<file path="src/rtl/i2c_slave_ctrl_keyed.sv">
// i2c_slave_ctrl_keyed: I2C slave control FSM that steers the leading write bytes to the DES key register and later bytes to the RX FIFO
// Inputs : clk, n_rst, start_found/stop_found, byte_received, ack_prep/check_ack/ack_done, rw_mode, address_match, sda_in, rx_full, tx_empty
// Outputs: rx_enable, tx_enable, read_enable, write_enable, key_write, byte_index, sda_mode, load_data, i2c_rw, rx_overflow, tx_underrun, busy
module i2c_slave_ctrl_keyed #(
  parameter int KEY_BYTES    = 24,
  parameter int IDX_W        = 5,
  parameter int RX_FULL_NACK = 1
) (
  input  logic             clk,
  input  logic             n_rst,
  input  logic             start_found,
  input  logic             stop_found,
  input  logic             byte_received,
  input  logic             ack_prep,
  input  logic             check_ack,
  input  logic             ack_done,
  input  logic             rw_mode,
  input  logic             address_match,
  input  logic             sda_in,
  input  logic             rx_full,
  input  logic             tx_empty,
  output logic             rx_enable,
  output logic             tx_enable,
  output logic             read_enable,
  output logic             write_enable,
  output logic             key_write,
  output logic [IDX_W-1:0] byte_index,
  output logic [1:0]       sda_mode,
  output logic             load_data,
  output logic             i2c_rw,
  output logic             rx_overflow,
  output logic             tx_underrun,
  output logic             busy
);
  typedef enum logic [3:0] {
    IDLE, ADDR_RX, ADDR_CHK, ACK_WAIT, ACK_DRIVE, DATA_RX,
    STORE, TX_LOAD, TX_SEND, MACK_WAIT, MACK_HOLD, DONE
  } state_t;
  localparam logic [IDX_W-1:0] KEY_IDX = IDX_W'(KEY_BYTES);
  state_t state, next;
  logic nack, rx_full_q, tx_empty_q, is_key;
  // FIFO flags are registered so the store/load pulses stay Moore outputs;
  // the value seen in STORE/TX_LOAD is the flag from the triggering cycle.
  assign is_key = byte_index < KEY_IDX;
  always_ff @(posedge clk or negedge n_rst)
    if (!n_rst) state <= IDLE;
    else state <= next;
  always_comb begin
    next = state;
    case (state)
      IDLE:      ;
      ADDR_RX:   if (byte_received) next = ADDR_CHK;
      ADDR_CHK:  next = address_match ? ACK_WAIT : DONE;
      ACK_WAIT:  if (ack_prep) next = ACK_DRIVE;
      ACK_DRIVE: if (ack_done) next = nack ? DONE : i2c_rw ? TX_LOAD : DATA_RX;
      DATA_RX:   if (byte_received) next = STORE;
      STORE:     next = ACK_WAIT;
      TX_LOAD:   next = TX_SEND;
      TX_SEND:   if (ack_prep) next = MACK_WAIT;
      MACK_WAIT: if (check_ack) next = sda_in ? DONE : MACK_HOLD;
      MACK_HOLD: if (ack_done) next = TX_LOAD;
      DONE:      ;
      default:   next = IDLE;
    endcase
    if (stop_found) next = IDLE;
    else if (start_found) next = ADDR_RX;
  end
  always_ff @(posedge clk or negedge n_rst)
    if (!n_rst) begin
      nack       <= 1'b0;
      byte_index <= '0;
      i2c_rw     <= 1'b0;
      rx_full_q  <= 1'b0;
      tx_empty_q <= 1'b0;
    end else begin
      rx_full_q  <= rx_full;
      tx_empty_q <= tx_empty;
      if (start_found) begin
        byte_index <= '0;
        nack       <= 1'b0;
      end else if (!stop_found) begin
        if (state == ADDR_CHK && address_match) begin
          i2c_rw <= rw_mode;
          nack   <= 1'b0;
        end
        if (state == STORE && is_key) byte_index <= byte_index + IDX_W'(1);
        if (state == STORE && !is_key && rx_full_q && RX_FULL_NACK != 0) nack <= 1'b1;
      end
    end
  always_comb begin
    rx_enable    = state == ADDR_RX || state == DATA_RX;
    tx_enable    = state == TX_SEND;
    load_data    = state == TX_LOAD;
    read_enable  = state == TX_LOAD && !tx_empty_q;
    tx_underrun  = state == TX_LOAD && tx_empty_q;
    key_write    = state == STORE && is_key;
    write_enable = state == STORE && !is_key && !rx_full_q;
    rx_overflow  = state == STORE && !is_key && rx_full_q && RX_FULL_NACK == 0;
    sda_mode     = state == ACK_DRIVE ? (nack ? 2'b10 : 2'b01) : state == TX_SEND ? 2'b11 : 2'b00;
    busy         = state != IDLE;
  end
endmodule
</file>
<file path="config.mk">
export PLATFORM = sky130hd
export DESIGN_NAME = i2c_slave_ctrl_keyed
export DESIGN_NICKNAME = d
export VERILOG_FILES = /design/src/rtl/i2c_slave_ctrl_keyed.sv
export SDC_FILE = /design/constraint.sdc
export NUM_CORES = 1
export LEC_CHECK = 0
export BUFFER_PORTS_ARGS = -buffer_cell sky130_fd_sc_hd__buf_4
export CORE_AREA = 2 2 45 47
export CTS_CLUSTER_DIAMETER = 120
export CTS_CLUSTER_SIZE = 20
export DETAILED_ROUTE_END_ITERATION = 10
export DIE_AREA = 0 0 47 49
export PLACE_DENSITY_LB_ADDON = 0.25
export SLEW_MARGIN = 40
export SYNTH_ARGS = -nofsm -noshare
export SYNTH_HDL_FRONTEND = slang
export SYNTH_SLANG_ARGS = --single-unit
</file>
<file path="constraint.sdc">
create_clock -name clk -period 3.5 [get_ports clk]
set_input_delay 0.875 -clock clk [delete_from_list [all_inputs] [get_ports clk]]
set_output_delay 0.875 -clock clk [all_outputs]
set_load 0.01 [all_outputs]
</file>
==> results.toml, run 1 <==
[status]
status = "finished, final reports clean"

[final_layout]
post-route-util = 0.611
area_growth_pct = 25.3
fillers = 177
fin_nets = 148
antenna_cells = 0
final_area_um2 = 1130
layout-drive-gt1-share = 0.301

[logic_synthesis]
yosys_warnings = 0
async_flop_share = 1.00
synthFlopType = "dfrtp_1"
syn-instance-count = 107
synth_area_per_cell_um2 = 8.40
synthesis.area_um2 = 898
ys_seq_area_frac = 0.362
syn_nets = 121
synth_cell_types = 43
ys_seq_elements = 13
synth_edf_count = 0

[route]
drt-initial-drc-count = 10
dr.pass1.iters = 6
num_vias = 866
via_per_inst = 5.41
ant_nets = 0
drcViolationCount = 0
routedWlPerCell_um = 12.5
drt_wl_total_mm = 2.00

[worst_setup_path]
path_class = "reg2out"
r2r-end = "state[0]"
rr_startpoint = "state[0]"
crit_path_max_fanout = 14
start_kind = "register"
cp_data_required_time_ns = 2.62
r2r_slack_ns = 1.76
worstRegToRegCells = 5
cp.arrival_ns = 1.55
end_kind = "primary output"

[clock_tree]
cts_setup_buffers = 0
clock_path_buffers = 2
cts.sinks = 13
post_cts_resized = 0
cts_tree = "yes"
clock_latency_ns = 0.28
path_clk_slew_ns = 0.08
cts_buffers = 3
root_buffer = "clkbuf_4"
htreeDepth = 1
ctsHoldBuffers = 0

[timing]
setup_slack_ns = 1.07
period_minus_slack_ns = 2.43
fin_worst_skew_ns = 0.00656
fmax_ghz = 0.412
hold_violations = 0
drv_slew = 0
fin_tns_setup_ns = 0
rsz0062_at_grt = "no"
setup_viol = 0
timing.final.crit_share = 0.693

[grt]
grt_antenna_before_repair = 0
grt_overflow = 0
grt_pass1_wl_mm = 3.58
grt_max_degree = 15
grt_util_all_layers = 0.210
grt_pass1_vias = 815

[placement]
dpl.hpwl_mm = 1.54
io_buffers = 28
place_area_um2 = 1100
finalWeightedCongestion = 0.892
place_ws_ns = 1.37

[floorplanning]
die_area_um2 = 2300
start_util = 0.488
die_y_um = 49
die_width_um = 47
coreArea_um2 = 1840
ios = 30
rows = 16

[power]
sw_frac_of_total = 0.300
p_int_uw = 234
p_seq_frac = 0.499
power_frac_comb = 0.223
pwr-share-clk = 0.277
power.total_uw = 335
peakVddDrop_mv = 0.223
power_leakage_nw = 0.529
power_switching_uw = 100
p_per_area_nw_per_um2 = 297

[worst_hold_path]
min_path_type = "in2async"

[job]
cap_violations = 0
[synthesized netlist by cell type, types with 3 or more instances]
master | instances | share of area
inv_1 | 4 | 0.017
nor2_1 | 16 | 0.067
nor3_1 | 7 | 0.039
dfrtp_1 | 13 | 0.36
nand3_1 | 4 | 0.022
a21oi_1 | 7 | 0.039
nand2_1 | 9 | 0.038
mux2i_1 | 3 | 0.033
buf_4 | 3 | 0.025
nand2b_1 | 4 | 0.028
[power groups by stage]
stage / clock [mW] / combinational [mW] / sequential [mW]
after floorplan: 0 / 0.0563 / 0.161
after global placement: 0 / 0.0725 / 0.170
after detailed placement: 0 / 0.0747 / 0.170
after CTS: 0.0956 / 0.0750 / 0.167
after global routing: 0.103 / 0.0836 / 0.169
final: 0.0928 / 0.0746 / 0.167
[stage by stage]
stage	hold WS, ns	instances
final	0.426	160
after global routing	0.423	160
after CTS	0.422	160
after detailed placement	0.535	156
after global placement	0.521	156
after floorplan	0.567	107
[placed cells by master, fill, tap and decap left out, types with 2 or more instances in the layout]
cell / instances
a21boi_0: 2
a21oi_1: 7
buf_4: 28
clkbuf_4: 3
dfrtp_1: 13
inv_1: 4
mux2i_1: 3
nand2_1: 9
nand2_2: 2
nand2b_1: 4
nand3_1: 4
nor2_1: 16
nor3_1: 7
o21ai_0: 2
xor2_1: 2
[critical path, stage by stage (launching register included)]
cell	delay (ns)
dfrtp_1	0.53
and2b_1	0.35
nand2_1	0.07
a21boi_0	0.18
buf_4	0.15
[worst max-delay path by stage]
stage                   from          end  slack (ns)
floorplan           state[1]  tx_underrun        1.47
global placement    state[3]  sda_mode[1]        1.40
detailed placement  state[3]  sda_mode[1]        1.37
CTS                 state[3]  sda_mode[1]        1.06
global route        state[3]  sda_mode[0]        0.91
finish              state[3]  sda_mode[1]        1.07
[cell families after synthesis]
family,Yosys count,share of synthesized area
compound gates,20,0.160
xor+xnor,3,0.0293
fa+ha+maj,1,0.0139
buf+inv,10,0.0640
flops,13,0.362
mux,5,0.0585
other cells,1,0.00417
simple gates,54,0.308
[metal layers]
metal | up-vias | part of all wire | global-route usage
li1 | 423 | - | -
met1 | 411 | 0.43 | 0.286
met2 | 28 | 0.51 | 0.333
met3 | 4 | 0.055 | 0.0333
met4 | 0 | 0.011 | 0.0694
met5 | - | 0 | 0
[state kept, by name, summed over array words and instances (netlist names)]
register    cells
byte_index      5
state           4
i2c_rw          1
rx_full_q       1
tx_empty_q      1
nack            1
[cell type report]
| type | count | area, µm² | share of cell area |
|---|---|---|---|
| Tap cell | 27 | 33.8 | 0.0300 |
| Clock buffer | 4 | 26.3 | 0.0233 |
| Timing Repair Buffer | 28 | 210 | 0.187 |
| Sequential cell | 13 | 325 | 0.289 |
| Inverter | 4 | 15.0 | 0.0133 |
| Multi-Input combinational cell | 84 | 515 | 0.458 |
(Power assumes the default switching activity.)
==> run 2: changes to the inputs <==
Settings changed: CORE_AREA 2 2 45 47 to 2 2 49 51, DIE_AREA 0 0 47 49 to 0 0 51 53.
Clock period 3.5 ns to 2.13 ns, I/O delays scaled along.
==> run 2 against run 1 <==
  * Sequential power rose by 64%
  * Utilization is 7.7 points lower
  * Cell area is 1.9% higher
  * Combinational power is 68% higher
  * Wire length is 0.10% higher
  * Clock skew fell by 0.0023 ns
  * Largest power group unchanged
  * Critical endpoint is now write_enable
  * Setup slack got worse by 0.91 ns
  * First-iteration DRC count up 20%
  * Largest cell class unchanged
  * Clock power increased by 67%
  * Sequential share of layout area decreased by 0.32 points
==> results.toml, run 2 (synthesis gave the netlist of run 1 again) <==
[status]
status = "finished, final reports clean"

[timing]
fmax_ghz = 0.509
period_minus_slack_ns = 1.96
rsz0062_at_grt = "no"
holdWs_ns = 0.0757
fin_worst_skew_ns = 0.00427
hold_violations = 0
fin_tns_setup_ns = 0
setup_viol = 0
timing.final.crit_share = 0.922
drv_slew = 0

[final_layout]
fin_nets = 150
layout-drive-gt1-share = 0.341
multi_input_area_um2 = 517
largest-register = "byte_index"
fillers = 232
stdcell_count = 163
area_growth_pct = 27.7
final_area_um2 = 1150
layout_common_cells = "30 x buf_4, 16 x nor2_1, 11 x dfrtp_1, 9 x nand2_1"
seqCellArea_um2 = 328
reg_top3 = "byte_index (5), state (4)"
largest_reg_flops = 5
antenna_cells = 0
layout_commonest_cell = "buf_4"

[worst_hold_path]
min_path_type = "in2async"

[floorplanning]
coreArea_um2 = 2150
die_y_um = 53
start_util = 0.418
die_area_um2 = 2700
die_width_um = 51
rows = 17
ios = 30

[clock_tree]
clock_path_buffers = 2
clock_latency_ns = 0.28
path_clk_slew_ns = 0.08
cts_tree = "yes"
root_buffer = "clkbuf_4"
htreeDepth = 1
ctsHoldBuffers = 0
cts.sinks = 13
cts_buffers = 3

[job]
cap_violations = 0

[worst_setup_path]
cp_slowest_cell = "dfrtp_1"
start_kind = "register"
crit_path_max_fanout = 7
r2r-end = "state[0]"
cp_data_required_time_ns = 1.60
cp.arrival_ns = 1.43
end_kind = "primary output"
path_class = "reg2out"
rr_startpoint = "state[1]"
r2r_slack_ns = 0.48
worstRegToRegCells = 6
path_cells = "nor2b_4 > nand2_1 > nor3_1 > buf_4"
critPathMaxStageDelay_ns = 0.50

[route]
routedWlPerCell_um = 12.3
dr.pass1.iters = 4
ant_nets = 0
via_per_inst = 5.17
num_vias = 842
drcViolationCount = 0
drt-initial-drc-count = 12
drt_wl_total_mm = 2.00

[grt]
grt_util_all_layers = 0.178
grt_pass1_vias = 850
grt_antenna_before_repair = 0
grt_max_degree = 14
grt_overflow = 0
grt_pass1_wl_mm = 3.58

[placement]
dpl.cell_count = 159
io_buffers = 28
place_area_um2 = 1120
finalWeightedCongestion = 0.878
dpl.hpwl_mm = 1.54

[power]
power_leakage_nw = 0.540
peakVddDrop_mv = 0.384
p_per_area_nw_per_um2 = 483
power.total_uw = 554
[run 2: cell count changes in the layout (fill, tap and decap cells not counted), sizes merged]
cell	delta
clkbuf	-1
clkinv	+1
buf	+2
[run 2: metrics by stage]
step                worst slack [ns]   util
floorplan                      0.440      -
global placement               0.412  0.520
detailed placement             0.368  0.520
CTS                           0.0486  0.532
global route                  0.0100  0.534
finish                         0.166  0.534
[run 2: worst max-delay path by stage]
stage | from | endpoint | slack [ns] | depth (start not counted)
4_1_cts | state[0] | tx_underrun | 0.05 | 4
2_1_floorplan | state[1] | tx_underrun | 0.44 | 4
3_5_place_dp | state[0] | tx_underrun | 0.37 | 4
3_3_place_gp | state[0] | tx_underrun | 0.41 | 4
6_report | state[1] | write_enable | 0.17 | 4
5_1_grt | state[0] | tx_underrun | 0.01 | 4
[run 2: per-layer routing]
| metal | share of wire | GRT usage |
|---|---|---|
| met4 | 0.022 | 0.113 |
| met1 | 0.45 | 0.211 |
| met2 | 0.48 | 0.297 |
| met3 | 0.052 | 0.0311 |
| met5 | 0 | 0 |
[run 2: worst max-delay path, delay by kind of cell (launching register included)]
family / cells / cell delay [ns]
flip-flops: 1 / 0.50
buffers and inverters: 1 / 0.15
AND/OR/NAND/NOR: 3 / 0.50
[run 2: layout make-up]
cell class,instances,share of cell area
Multi-Input combinational cell,84,0.450
Sequential cell,13,0.286
Timing Repair Buffer,30,0.196
Tap cell,28,0.0305
Clock buffer,3,0.0196
Inverter,4,0.0131
Clock inverter,1,0.00436
[run 2: report_power, final]
part           internal, mW  switching, mW
clock                0.0698         0.0855
combinational        0.0602         0.0650
sequential            0.255         0.0187
total                 0.385          0.169
[run 2: repair_timing]
action,CTS,global route
setup buffers,0,0
resized for setup,0,3
setup endpoints to repair,0,6
hold endpoints to repair,0,0
==> run 3: changes to the inputs <==
Settings changed: CELL_PAD_IN_SITES_DETAIL_PLACEMENT from default to 1, CELL_PAD_IN_SITES_GLOBAL_PLACEMENT from default to 1, CORE_AREA 2 2 49 51 to 2 2 56 58, DIE_AREA 0 0 51 53 to 0 0 58 60.
==> run 3 against run 2 <==
  * Sequential share of layout area shrank 0.36 points
  * Via count increased by 1.7%
  * Die area up 29%
  * Cell count grew 3.7%
  * Non-clock buffer count increased by 1
  * Hold slack improved by 0.012 ns
  * Combinational power is 4% higher
  * Count of clock-buffer cells in the layout up 1
  * Wire length grew 18%
  * Critical path type unchanged
  * Critical endpoint is now sda_mode[1]
  * Largest power group unchanged
==> results.toml, run 3 (synthesis gave the netlist of run 1 again) <==
[status]
status = "finished, final reports clean"

[route]
via_per_inst = 5.07
drt-initial-drc-count = 25
ant_nets = 0
drcViolationCount = 0
drt_wl_total_mm = 2.36
dr.pass1.iters = 4
routedWlPerCell_um = 14.0
num_vias = 856

[worst_setup_path]
critPathMaxStageDelay_ns = 0.47
worstRegToRegCells = 6
cp.arrival_ns = 1.48
start_kind = "register"
cp_slowest_cell = "dfrtp_1"
end_kind = "primary output"
path_class = "reg2out"
crit_path_max_fanout = 8
cp_data_required_time_ns = 1.60
path_cells = "and2b_1 > nand2_1 > a21boi_0 > buf_4"

[power]
peakVddDrop_mv = 0.264
power_switching_uw = 169
p_seq_frac = 0.489
sw_frac_of_total = 0.303
pwr-share-clk = 0.277
p_per_area_nw_per_um2 = 481
power_frac_comb = 0.234
p_int_uw = 389
power_leakage_nw = 0.544

[grt]
grt_util_all_layers = 0.149
grt_overflow = 0
grt_pass1_wl_mm = 3.92
grt_max_degree = 14
grt_antenna_before_repair = 0
grt_pass1_vias = 867

[floorplanning]
ios = 30
die_y_um = 60
start_util = 0.309
die_width_um = 58
rows = 20
coreArea_um2 = 2900
die_area_um2 = 3480

[clock_tree]
ctsHoldBuffers = 0
cts_tree = "yes"
root_buffer = "clkbuf_4"
clock_path_buffers = 2
clock_latency_ns = 0.27
htreeDepth = 1
path_clk_slew_ns = 0.08
cts.sinks = 13
cts_buffers = 3

[placement]
dpl.cell_count = 165
dpl.hpwl_mm = 1.85
finalWeightedCongestion = 0.822
io_buffers = 28

[timing]
hold_violations = 0
drv_slew = 0
fmax_ghz = 0.498
period_minus_slack_ns = 2.01
holdWs_ns = 0.0879
timing.final.crit_share = 0.944
fin_worst_skew_ns = 0.00258
setup_viol = 0
rsz0062_at_grt = "no"
fin_tns_setup_ns = 0

[final_layout]
stdcell_count = 169
fin_nets = 151
area_growth_pct = 28.8
antenna_cells = 0
layout_commonest_cell = "buf_4"
layout_common_cells = "31 x buf_4, 16 x nor2_1, 12 x dfrtp_1, 9 x nand2_1"
largest_reg_flops = 5
reg_top3 = "byte_index (5), state (4)"
layout-drive-gt1-share = 0.324
largest-register = "byte_index"

[job]
cap_violations = 0

[worst_hold_path]
min_path_type = "in2async"
run 3: worst paths after layout:
| path | slack, ns | start | end |
|---|---|---|---|
| max | 0.12 | state[3] | sda_mode[1] |
| min | 0.09 | n_rst | tx_empty_q |
| max reg2reg | 0.45 | state[1] | state[0] |
| min reg2reg | 0.55 | i2c_rw | i2c_rw |
| max in group asynchronous | 1.86 | n_rst | state[0] |
| min in group clk | 0.36 | rx_full | rx_full_q |
run 3: timing repair:
action                     CTS  global route
setup endpoints to repair    0             1
gates resized for setup      0             1
buffers inserted             0             0
run 3: layer usage:
layer,wire [µm],share of wire,GRT usage
met5,0,0,0
met4,19,0.0081,0.0598
met3,106,0.045,0.0130
met2,1160,0.49,0.269
met1,1070,0.45,0.182
run 3: power by group through the flow:
stage / registers (mW) / logic [mW] / clock network, mW
floorplan: 0.264 / 0.0926 / 0
detailed placement: 0.277 / 0.132 / 0
global route: 0.275 / 0.146 / 0.168
global placement: 0.276 / 0.130 / 0
finish: 0.272 / 0.130 / 0.154
CTS: 0.272 / 0.132 / 0.163
run 3: final cells by class:
cell class	instances	area [µm²]
Clock buffer	4	26.3
Multi-Input combinational cell	84	515
Sequential cell	13	327
Fill cell	354	1750
Inverter	4	15.0
Timing Repair Buffer	31	233
Tap cell	33	41.3
run 3: critical path: cells and delay by family, from the launching register on:
kind | cells | cell delay, ns
DFF | 1 | 0.47
AOI/OAI and AO/OA | 1 | 0.18
and+or+nand+nor | 2 | 0.40
buffers and inverters | 1 | 0.15
run 3: through the flow:
step                      area (µm²)  total power [mW]  utilization  setup slack, ns
after detailed placement        1130             0.409        0.389            0.332
after global routing            1160             0.589        0.399           0.0208
after floorplan                  898             0.357            -            0.440
final                           1160             0.557        0.399            0.120
after global placement          1130             0.406        0.389            0.408
after CTS                       1160             0.568        0.398           0.0153
